$ cat config.mk
export PLATFORM = sky130hd
export DESIGN_NAME = digital_lock_ctrl
export DESIGN_NICKNAME = d
export VERILOG_FILES = /design/src/rtl/digital_lock_pkg.sv /design/src/rtl/lock_entry_reg.sv /design/src/rtl/digital_lock_ctrl.sv
export SDC_FILE = /design/constraint.sdc
export NUM_CORES = 1
export LEC_CHECK = 0
export ABC_AREA = 1
export BUFFER_PORTS_ARGS = -buffer_cell sky130_fd_sc_hd__buf_4
export CORE_ASPECT_RATIO = 0.75
export CORE_MARGIN = 1
export CORE_UTILIZATION = 58
export DETAILED_ROUTE_END_ITERATION = 10
export PLACE_DENSITY = 0.78
export SETUP_SLACK_MARGIN = 0.05
export SYNTH_ARGS = -nofsm -noshare
export SYNTH_HDL_FRONTEND = slang
export SYNTH_HIERARCHICAL = 1
export SYNTH_SLANG_ARGS = --single-unit
$ cat constraint.sdc
create_clock -name i_clk -period 2.09 [get_ports i_clk]
set_input_delay 0.3135 -clock i_clk [delete_from_list [all_inputs] [get_ports i_clk]]
set_output_delay 0.3135 -clock i_clk [all_outputs]
set_load 0.01 [all_outputs]
$ cat src/rtl/digital_lock_pkg.sv
// Shared encodings for the digital lock controller: state codes, state width
// and the largest legal BCD digit.
package digital_lock_pkg;

    localparam int STATE_W = 3;

    localparam logic [STATE_W-1:0] S_LOCKED    = 3'd0;
    localparam logic [STATE_W-1:0] S_OPEN      = 3'd1;
    localparam logic [STATE_W-1:0] S_NEW_PW    = 3'd2;
    localparam logic [STATE_W-1:0] S_VERIFY_PW = 3'd3;
    localparam logic [STATE_W-1:0] S_LOCKOUT   = 3'd4;

    localparam logic [3:0] BCD_MAX = 4'd9;

    typedef enum logic [STATE_W-1:0] {
        ST_LOCKED    = S_LOCKED,
        ST_OPEN      = S_OPEN,
        ST_NEW_PW    = S_NEW_PW,
        ST_VERIFY_PW = S_VERIFY_PW,
        ST_LOCKOUT   = S_LOCKOUT
    } lock_state_e;

endpackage

$ cat src/rtl/lock_entry_reg.sv
// Digit entry shift register: newest BCD digit lands in nibble 0, non-BCD
// digits and digits beyond NUM_DIGITS are dropped.
module lock_entry_reg
    import digital_lock_pkg::*;
#(
    parameter int NUM_DIGITS = 3,
    localparam int CNT_W = $clog2(NUM_DIGITS + 1)
) (
    input  logic                    clk,
    input  logic                    reset,
    input  logic                    clear,
    input  logic                    digit_en,
    input  logic [3:0]              digit,
    output logic [4*NUM_DIGITS-1:0] entry,
    output logic [CNT_W-1:0]        count,
    output logic                    full
);

    logic [NUM_DIGITS-1:0][3:0] nib;
    logic                       accept;

    assign full   = (count == CNT_W'(NUM_DIGITS));
    assign accept = digit_en && (digit <= BCD_MAX) && !full;
    assign entry  = nib;

    always_ff @(posedge clk) begin
        if (reset || clear) begin
            nib   <= '0;
            count <= '0;
        end else if (accept) begin
            nib[0] <= digit;
            for (int i = 1; i < NUM_DIGITS; i++)
                nib[i] <= nib[i-1];
            count <= count + CNT_W'(1);
        end
    end

endmodule

$ cat src/rtl/digital_lock_ctrl.sv
// Digital lock FSM: code check with trial budget, timed lockout, optional
// auto-relock from OPEN and two-step in-field code change.
module digital_lock_ctrl
    import digital_lock_pkg::*;
#(
    parameter int                    NUM_DIGITS     = 3,
    parameter logic [4*NUM_DIGITS-1:0] DEFAULT_PW   = 12'h123,
    parameter int                    MAX_TRIALS     = 3,
    parameter int                    LOCKOUT_CYCLES = 250_000_000,
    parameter int                    OPEN_TIMEOUT   = 0,
    localparam int CNT_W = $clog2(NUM_DIGITS + 1)
) (
    input  logic                    i_clk,
    input  logic                    i_reset,
    input  logic [3:0]              i_digit,
    input  logic                    i_digit_valid,
    input  logic                    i_confirm,
    input  logic                    i_change,
    input  logic                    i_clear,
    output logic [4*NUM_DIGITS-1:0] o_entry,
    output logic [CNT_W-1:0]        o_digit_count,
    output logic [STATE_W-1:0]      o_state,
    output logic [3:0]              o_trials_left,
    output logic                    o_correct,
    output logic                    o_incorrect,
    output logic                    o_mismatch,
    output logic                    o_locked_out
);

    localparam int CODE_W = 4 * NUM_DIGITS;
    localparam int LOCK_W = (LOCKOUT_CYCLES > 1) ? $clog2(LOCKOUT_CYCLES) : 1;
    localparam int OPEN_W = (OPEN_TIMEOUT > 1) ? $clog2(OPEN_TIMEOUT) : 1;
    localparam logic [LOCK_W-1:0] LOCK_LAST   = LOCK_W'(LOCKOUT_CYCLES - 1);
    localparam logic [OPEN_W-1:0] OPEN_LAST   = OPEN_W'((OPEN_TIMEOUT > 0) ? OPEN_TIMEOUT - 1 : 0);
    localparam logic [3:0]        TRIALS_INIT = 4'(MAX_TRIALS);

    lock_state_e        state, next_state;
    logic [CODE_W-1:0]  code_q, code_d;
    logic [CODE_W-1:0]  pend_q, pend_d;
    logic [3:0]         trials_q, trials_d, trials_dec;
    logic [LOCK_W-1:0]  lock_cnt;
    logic [OPEN_W-1:0]  open_cnt;
    logic [CODE_W-1:0]  entry;
    logic [CNT_W-1:0]   count;
    logic               full;
    logic               entry_clr, digit_en;
    logic               incorrect_d, mismatch_d;
    logic               timeout_hit;

    lock_entry_reg #(.NUM_DIGITS(NUM_DIGITS)) u_entry (
        .clk      (i_clk),
        .reset    (i_reset),
        .clear    (entry_clr),
        .digit_en (digit_en),
        .digit    (i_digit),
        .entry    (entry),
        .count    (count),
        .full     (full)
    );

    assign trials_dec  = (trials_q == 4'd0) ? 4'd0 : trials_q - 4'd1;
    assign timeout_hit = (OPEN_TIMEOUT > 0) && (open_cnt == OPEN_LAST);

    // Confirm beats clear beats digit; the loser of a same-cycle pair is dropped.
    always_comb begin
        next_state  = state;
        code_d      = code_q;
        pend_d      = pend_q;
        trials_d    = trials_q;
        entry_clr   = 1'b0;
        digit_en    = 1'b0;
        incorrect_d = 1'b0;
        mismatch_d  = 1'b0;
        case (state)
            ST_LOCKED, ST_NEW_PW, ST_VERIFY_PW: begin
                if (i_confirm) begin
                    if (full) begin
                        entry_clr = 1'b1;
                        if (state == ST_LOCKED) begin
                            if (entry == code_q) begin
                                next_state = ST_OPEN;
                                trials_d   = TRIALS_INIT;
                            end else begin
                                incorrect_d = 1'b1;
                                trials_d    = trials_dec;
                                if (trials_dec == 4'd0)
                                    next_state = ST_LOCKOUT;
                            end
                        end else if (state == ST_NEW_PW) begin
                            pend_d     = entry;
                            next_state = ST_VERIFY_PW;
                        end else begin
                            next_state = ST_OPEN;
                            if (entry == pend_q) begin
                                code_d = pend_q;
                            end else begin
                                mismatch_d = 1'b1;
                                pend_d     = '0;
                            end
                        end
                    end
                end else if (i_clear) begin
                    entry_clr = 1'b1;
                end else begin
                    digit_en = i_digit_valid;
                end
            end
            ST_OPEN: begin
                if (i_confirm) begin
                    next_state = ST_LOCKED;
                end else if (i_change) begin
                    next_state = ST_NEW_PW;
                    entry_clr  = 1'b1;
                end else if (timeout_hit) begin
                    next_state = ST_LOCKED;
                end
            end
            ST_LOCKOUT: begin
                if (lock_cnt == LOCK_LAST) begin
                    next_state = ST_LOCKED;
                    trials_d   = TRIALS_INIT;
                end
            end
            default: begin
                next_state = ST_LOCKED;
                entry_clr  = 1'b1;
            end
        endcase
    end

    always_ff @(posedge i_clk) begin
        if (i_reset) begin
            state        <= ST_LOCKED;
            code_q       <= DEFAULT_PW;
            pend_q       <= '0;
            trials_q     <= TRIALS_INIT;
            lock_cnt     <= '0;
            open_cnt     <= '0;
            o_incorrect  <= 1'b0;
            o_mismatch   <= 1'b0;
            o_correct    <= 1'b0;
            o_locked_out <= 1'b0;
        end else begin
            state        <= next_state;
            code_q       <= code_d;
            pend_q       <= pend_d;
            trials_q     <= trials_d;
            o_incorrect  <= incorrect_d;
            o_mismatch   <= mismatch_d;
            o_correct    <= (next_state == ST_OPEN);
            o_locked_out <= (next_state == ST_LOCKOUT);
            // Both counters restart from zero whenever their state is left.
            lock_cnt <= (state == ST_LOCKOUT && next_state == ST_LOCKOUT)
                        ? lock_cnt + LOCK_W'(1) : '0;
            open_cnt <= ((OPEN_TIMEOUT > 0) && state == ST_OPEN && next_state == ST_OPEN)
                        ? open_cnt + OPEN_W'(1) : '0;
        end
    end

    assign o_state       = state;
    assign o_entry       = entry;
    assign o_digit_count = count;
    assign o_trials_left = trials_q;

endmodule

Word-level counts from Yosys, hierarchy flattened

Cells that the tools add are included.
W data, S select, Z words.

Logic and storage cells: 84
Input port bits: 10
Flip-flop bits (word level): 77

Reduce and logical (&&, ||, !) cells: 16
Add/sub/neg operators: 3
Equal/unequal tests: 15
Bitwise gates (word level): 6
Muxes and demuxes: 30
$lt $le $gt $ge: 1

Operator list:

| operator                | number |
|---|---|
| $add A28 B1 Y28 const B | 1 |
| $eq A28 B28 Y1 const B  | 1 |
| $eq A12 B12 Y1          | 2 |
| $mux W12                | 2 |
| $mux W3                 | 8 |
| $mux W4                 | 6 |
| $mux W1                 | 10 |
| $reduce_and A5 Y1       | 2 |
| $pmux W3 S3             | 1 |
| $logic_not A4 Y1        | 2 |
| $ne A2 B2 Y1 const B    | 4 |
| $pmux W4 S2             | 1 |
| $eq A3 B1 Y1 const B    | 2 |
| $eq A3 B2 Y1 const B    | 2 |
| $eq A3 B3 Y1 const B    | 2 |
| $not A1 Y1              | 6 |
| $reduce_and A6 Y1       | 1 |
| $reduce_or A6 Y1        | 1 |
| $reduce_or A5 Y1        | 1 |
| $le A4 B4 Y1 const B    | 1 |
| $sub A4 B1 Y4 const B   | 1 |
| $logic_and A1 B1 Y1     | 3 |
| $logic_not A3 Y1        | 1 |
| $pmux W1 S3             | 1 |
| 9 further kinds         | 9 |

Depth between registers and ports, before layout

Depth in word-level cells: 13
Mapped depth: 13

Modules after synthesis

Netlist, hierarchy kept.

Modules (own cells, without submodules):

| module            | instances | seq. area each (um^2) | cells each | area an instance (um^2) |
|---|---|---|---|---|
| digital_lock_ctrl | 1         | 1,261.2               | 514        | 3,468.3 |
| lock_entry_reg    | 1         | 280.3                 | 94         | 654.4 |

Worst setup path after synthesis

No wires, ideal clock.

Path kind: reg2reg
Start point: register state[1], in the netlist o_state[1]
End point: register u_entry.nib, in the netlist u_entry/entry[4]
Data arrival time: 1.650 ns
Stages on the path, launching flop included: 11
Path slack: 0.327 ns
Setup time: 0.113 ns
Period minus slack after synthesis: 1.763 ns
Path through: dfxtp_1 -> inv_1 -> a21oi_1 -> nand2_1 -> nor3b_1 -> inv_2 -> nor2_4 -> buf_4 -> nand3_1 -> nand2_1 -> nor2_1

Word-level cells in the longest chain between the ends: 5

RTL lines:

| item                                                    | RTL line                 | RTL |
|---|---|---|
| start: declaration                                      | digital_lock_ctrl.sv:37  | `lock_state_e state, next_state;` |
| start signal: assignment                                | digital_lock_ctrl.sv:144 | `state <= next_state;` |
| $eq A3 B2 Y1 / $logic_not A3 Y1 (equally long branches) | digital_lock_ctrl.sv:74  | `case (state)` |
| $reduce_or A3 Y1 *                                      | digital_lock_ctrl.sv:74  |  |
| $mux W1 *                                               | digital_lock_ctrl.sv:74  |  |
| via digit_en                                            | digital_lock_ctrl.sv:46  | `logic entry_clr, digit_en;` |
| $logic_and A1 B1 Y1 * (2 in series)                     | lock_entry_reg.sv:23     | `assign accept = digit_en && (digit <= BCD_MAX) && !full;` |
| end signal: indexed assignment                          | lock_entry_reg.sv:33     | `nib[i] <= nib[i-1];` |
| end: declaration                                        | lock_entry_reg.sv:19     | `logic [NUM_DIGITS-1:0][3:0] nib;` |

The timed path passes the listed nets; every way through them passes the cells marked *.
A chain may end at the register's enable or synchronous reset.

Worst setup path in the final report

Start point: register state[1], in the netlist o_state[1]
End point: register u_entry.nib, in the netlist u_entry/entry[11]

Same word-level chain as after synthesis.

==> out/qor.csv <==
metric,value,unit
pwr_density_cell,626,nW/um^2
io_buffers,34,
cts.clk_slew.worst_paths,0.08,ns
synth_warnings,6,
vdd_drop_max,364,uV
drc,0,
finalPower,3.02,mW
drt_first_iter_violations,424,
grt_pass1_vias,3412,
cts_max_level,3,
r2r-end,u_entry/entry[11],
period_share,0.889,
chipHeight,75.0,microns
worstPathMaxFanout,10,
fin_tns_setup,0,ns
yosysTopAreaCell,dfxtp_1,
area_growth_syn_to_layout,17.1,%
setup_viol,0,
synth_top_family_by_area,simple AND/OR/NAND/NOR gates,
synthAdderAreaFrac,0.00607,
hold_buffers,0,
synthCells,608,
yosysUniqueCellTypes,41,
crit_path_end_kind,flop,
ys_ff_latch,77,
clk_latency,0.35,ns
cts_buffers,9,
root_buffer,clkbuf_8,
hold_viol,0,
rrSetupSlack,0.23,ns
synth-compound-area-share,0.0722,
worstPathRequired,2.38,ns
dieWidth,99.4,microns
slowest_stage,dfxtp_1,
synth_top_area_share,0.374,
grt_setup_unrepaired,false,
r2r_cells,10,
synth_xor_area_frac,0.0340,
synth_area,4120,sq um
crit_arrival,2.15,ns
synth_simple_gate_area_frac,0.420,
core,6830,sq um
crit_path_frequent_cell,nor2_1,
crit_type,reg -> reg,
gp_congestion,0.921,
vias,4061,
synth_edf_count,0,
num-fill-cells,597,
nets,676,
totalWireLength,10600,microns
muxShareOfSynthArea,0,
grtUsageTotal,0.291,
async_reset_ff_frac,0,
p_leak,2.05,nW
path_cells,inv_1 > a21oi_1 > nand2_1 > nor3b_2 > inv_2 > nor2_4 > nand2_4 > nand2_8 > nor2_1 > nor2_1,
final.min_clock_period,1.86,ns
rows,26,
r2r_start,o_state[1],
synthTopCellsByArea,"dfxtp_1 37%, nand2_1 16%, nor2_1 6.8%, inv_1 6.2%, nand3_1 5.1%",
cpPeakStageDelay,0.37,ns
status,completed,
maxSlewHeadroom,0.692,
holdCritStartpoint,i_digit[1],
grt_max_degree,29,
synth-seq-area-share,0.374,
die-area,7450,sq um
avgSynthCellArea,6.78,sq um
drv_slew,0,
drive_gt1_frac,0.181,
syn-num-nets,620,
dpl_cell_area,4560,sq um
start_util,0.603,
antenna_found_initial,0,
cts.path.max_buffers,2,
ant_nets,0,
hold_class,in -> reg,
holdPathStages,3,
grt_pass1_wl,16700,microns
gr-total-overflow,0,
num_antenna_cells,0,
post_drt_wl_per_cell,14.1,microns
fmax,538,MHz
finalClockSkew,0.00883,ns
worst_slew_pin_slew,0.461,ns
final_cell_area,4830,sq um
ios,35,
cap_violations,0,
via_per_inst,5.41,
synth_most_common_cell,nand2_1,
startpoint_type,flop,
hpwlAfterDp,7920,microns
dr.pass1.iters,5,
min_to,u_entry/entry[1],
ys.flop_type,dfxtp_1,
synth_common_cells,"180 x nand2_1, 77 x dfxtp_1, 75 x nor2_1, 68 x inv_1, 42 x nand3_1",
cts_tree,yes,
cts_sinks,77,
[worst max path at each step]
| stage | from | slack (ns) | to |
|---|---|---|---|
| final | o_state[1] | 0.23 | u_entry/entry[11] |
| after global routing | u_entry/entry[0] | 0.07 | o_correct |
| after CTS | o_state[1] | 0.09 | u_entry/entry[11] |
| after detailed placement | o_state[1] | 0.1 | u_entry/entry[11] |
| after global placement | o_state[1] | 0.24 | u_entry/entry[0] |
| after floorplan | o_state[1] | 0.33 | u_entry/entry[4] |
[state kept, by name, indices dropped and copies added (netlist names)]
name           count
o_locked_out       1
o_trials_left      4
code_q            12
o_correct          1
o_mismatch         1
pend_q            12
u_entry/count      2
u_entry/entry     12
o_state            3
lock_cnt          28
o_incorrect        1
[layout by cell type (no fill, tap or decap), types with 8 or more instances in the layout]
master    instances
nor3_1           11
nand2_1         180
or2_0             8
inv_1            68
a21oi_1          37
xnor2_1           9
dfxtp_1          77
buf_4            58
inv_2            14
nand3_1          42
nor2_1           75
clkbuf_8         10
[critical path, delay by kind of cell (launching register included)]
family | cells | cell delay [ns]
AOI/OAI and AO/OA | 1 | 0.18
buffers and inverters | 2 | 0.19
DFF | 1 | 0.37
and+or+nand+nor | 7 | 1.06
[power by group]
part	switching, mW	total (mW)	internal (mW)
registers	0.0132	1.49	1.47
logic	0.105	0.180	0.0752
clock network	0.543	1.36	0.813
[kinds of logic (layout without fill, tap and decap cells)]
kind of cell	count (synthesis)	in the layout
buffers and inverters	96	155
DFF	77	77
adders and majority gates	2	2
AOI/OAI and AO/OA	53	53
and+or+nand+nor	364	364
xor gates and xnor gates	16	16
[timing repair]
item | 4_1_cts | 5_1_grt
resized for setup | 0 | 1
setup buffers | 0 | 4
setup endpoints to repair | 0 | 14
[layout make-up]
class	instances	area, sq um	share of cell area
Clock inverter	4	97.6	0.0202
Timing Repair Buffer	58	435	0.0902
Tap cell	84	105	0.0218
Clock buffer	10	138	0.0285
Inverter	83	312	0.0645
Multi-Input combinational cell	435	2200	0.455
Sequential cell	77	1540	0.319
[metrics by stage]
| stage | worst slack (ns) | hold WS, ns | utilization | std cells |
|---|---|---|---|---|
| CTS | 0.0874 | 0.208 | 0.701 | 747 |
| detailed placement | 0.0976 | 0.436 | 0.667 | 733 |
| global placement | 0.245 | 0.432 | 0.667 | 733 |
| floorplan | 0.327 | 0.413 | - | 608 |
| global route | 0.0665 | 0.219 | 0.707 | 751 |
| finish | 0.232 | 0.207 | 0.707 | 751 |
[layer usage]
metal / vias up / track usage / wire [microns]
li1: 2019 / - / -
met1: 1856 / 0.449 / 5270
met4: 0 / 0.0588 / 74
met2: 178 / 0.396 / 4220
met5: - / 0 / 0
met3: 8 / 0.0854 / 1050
Power figures use the tool's default switching activity.
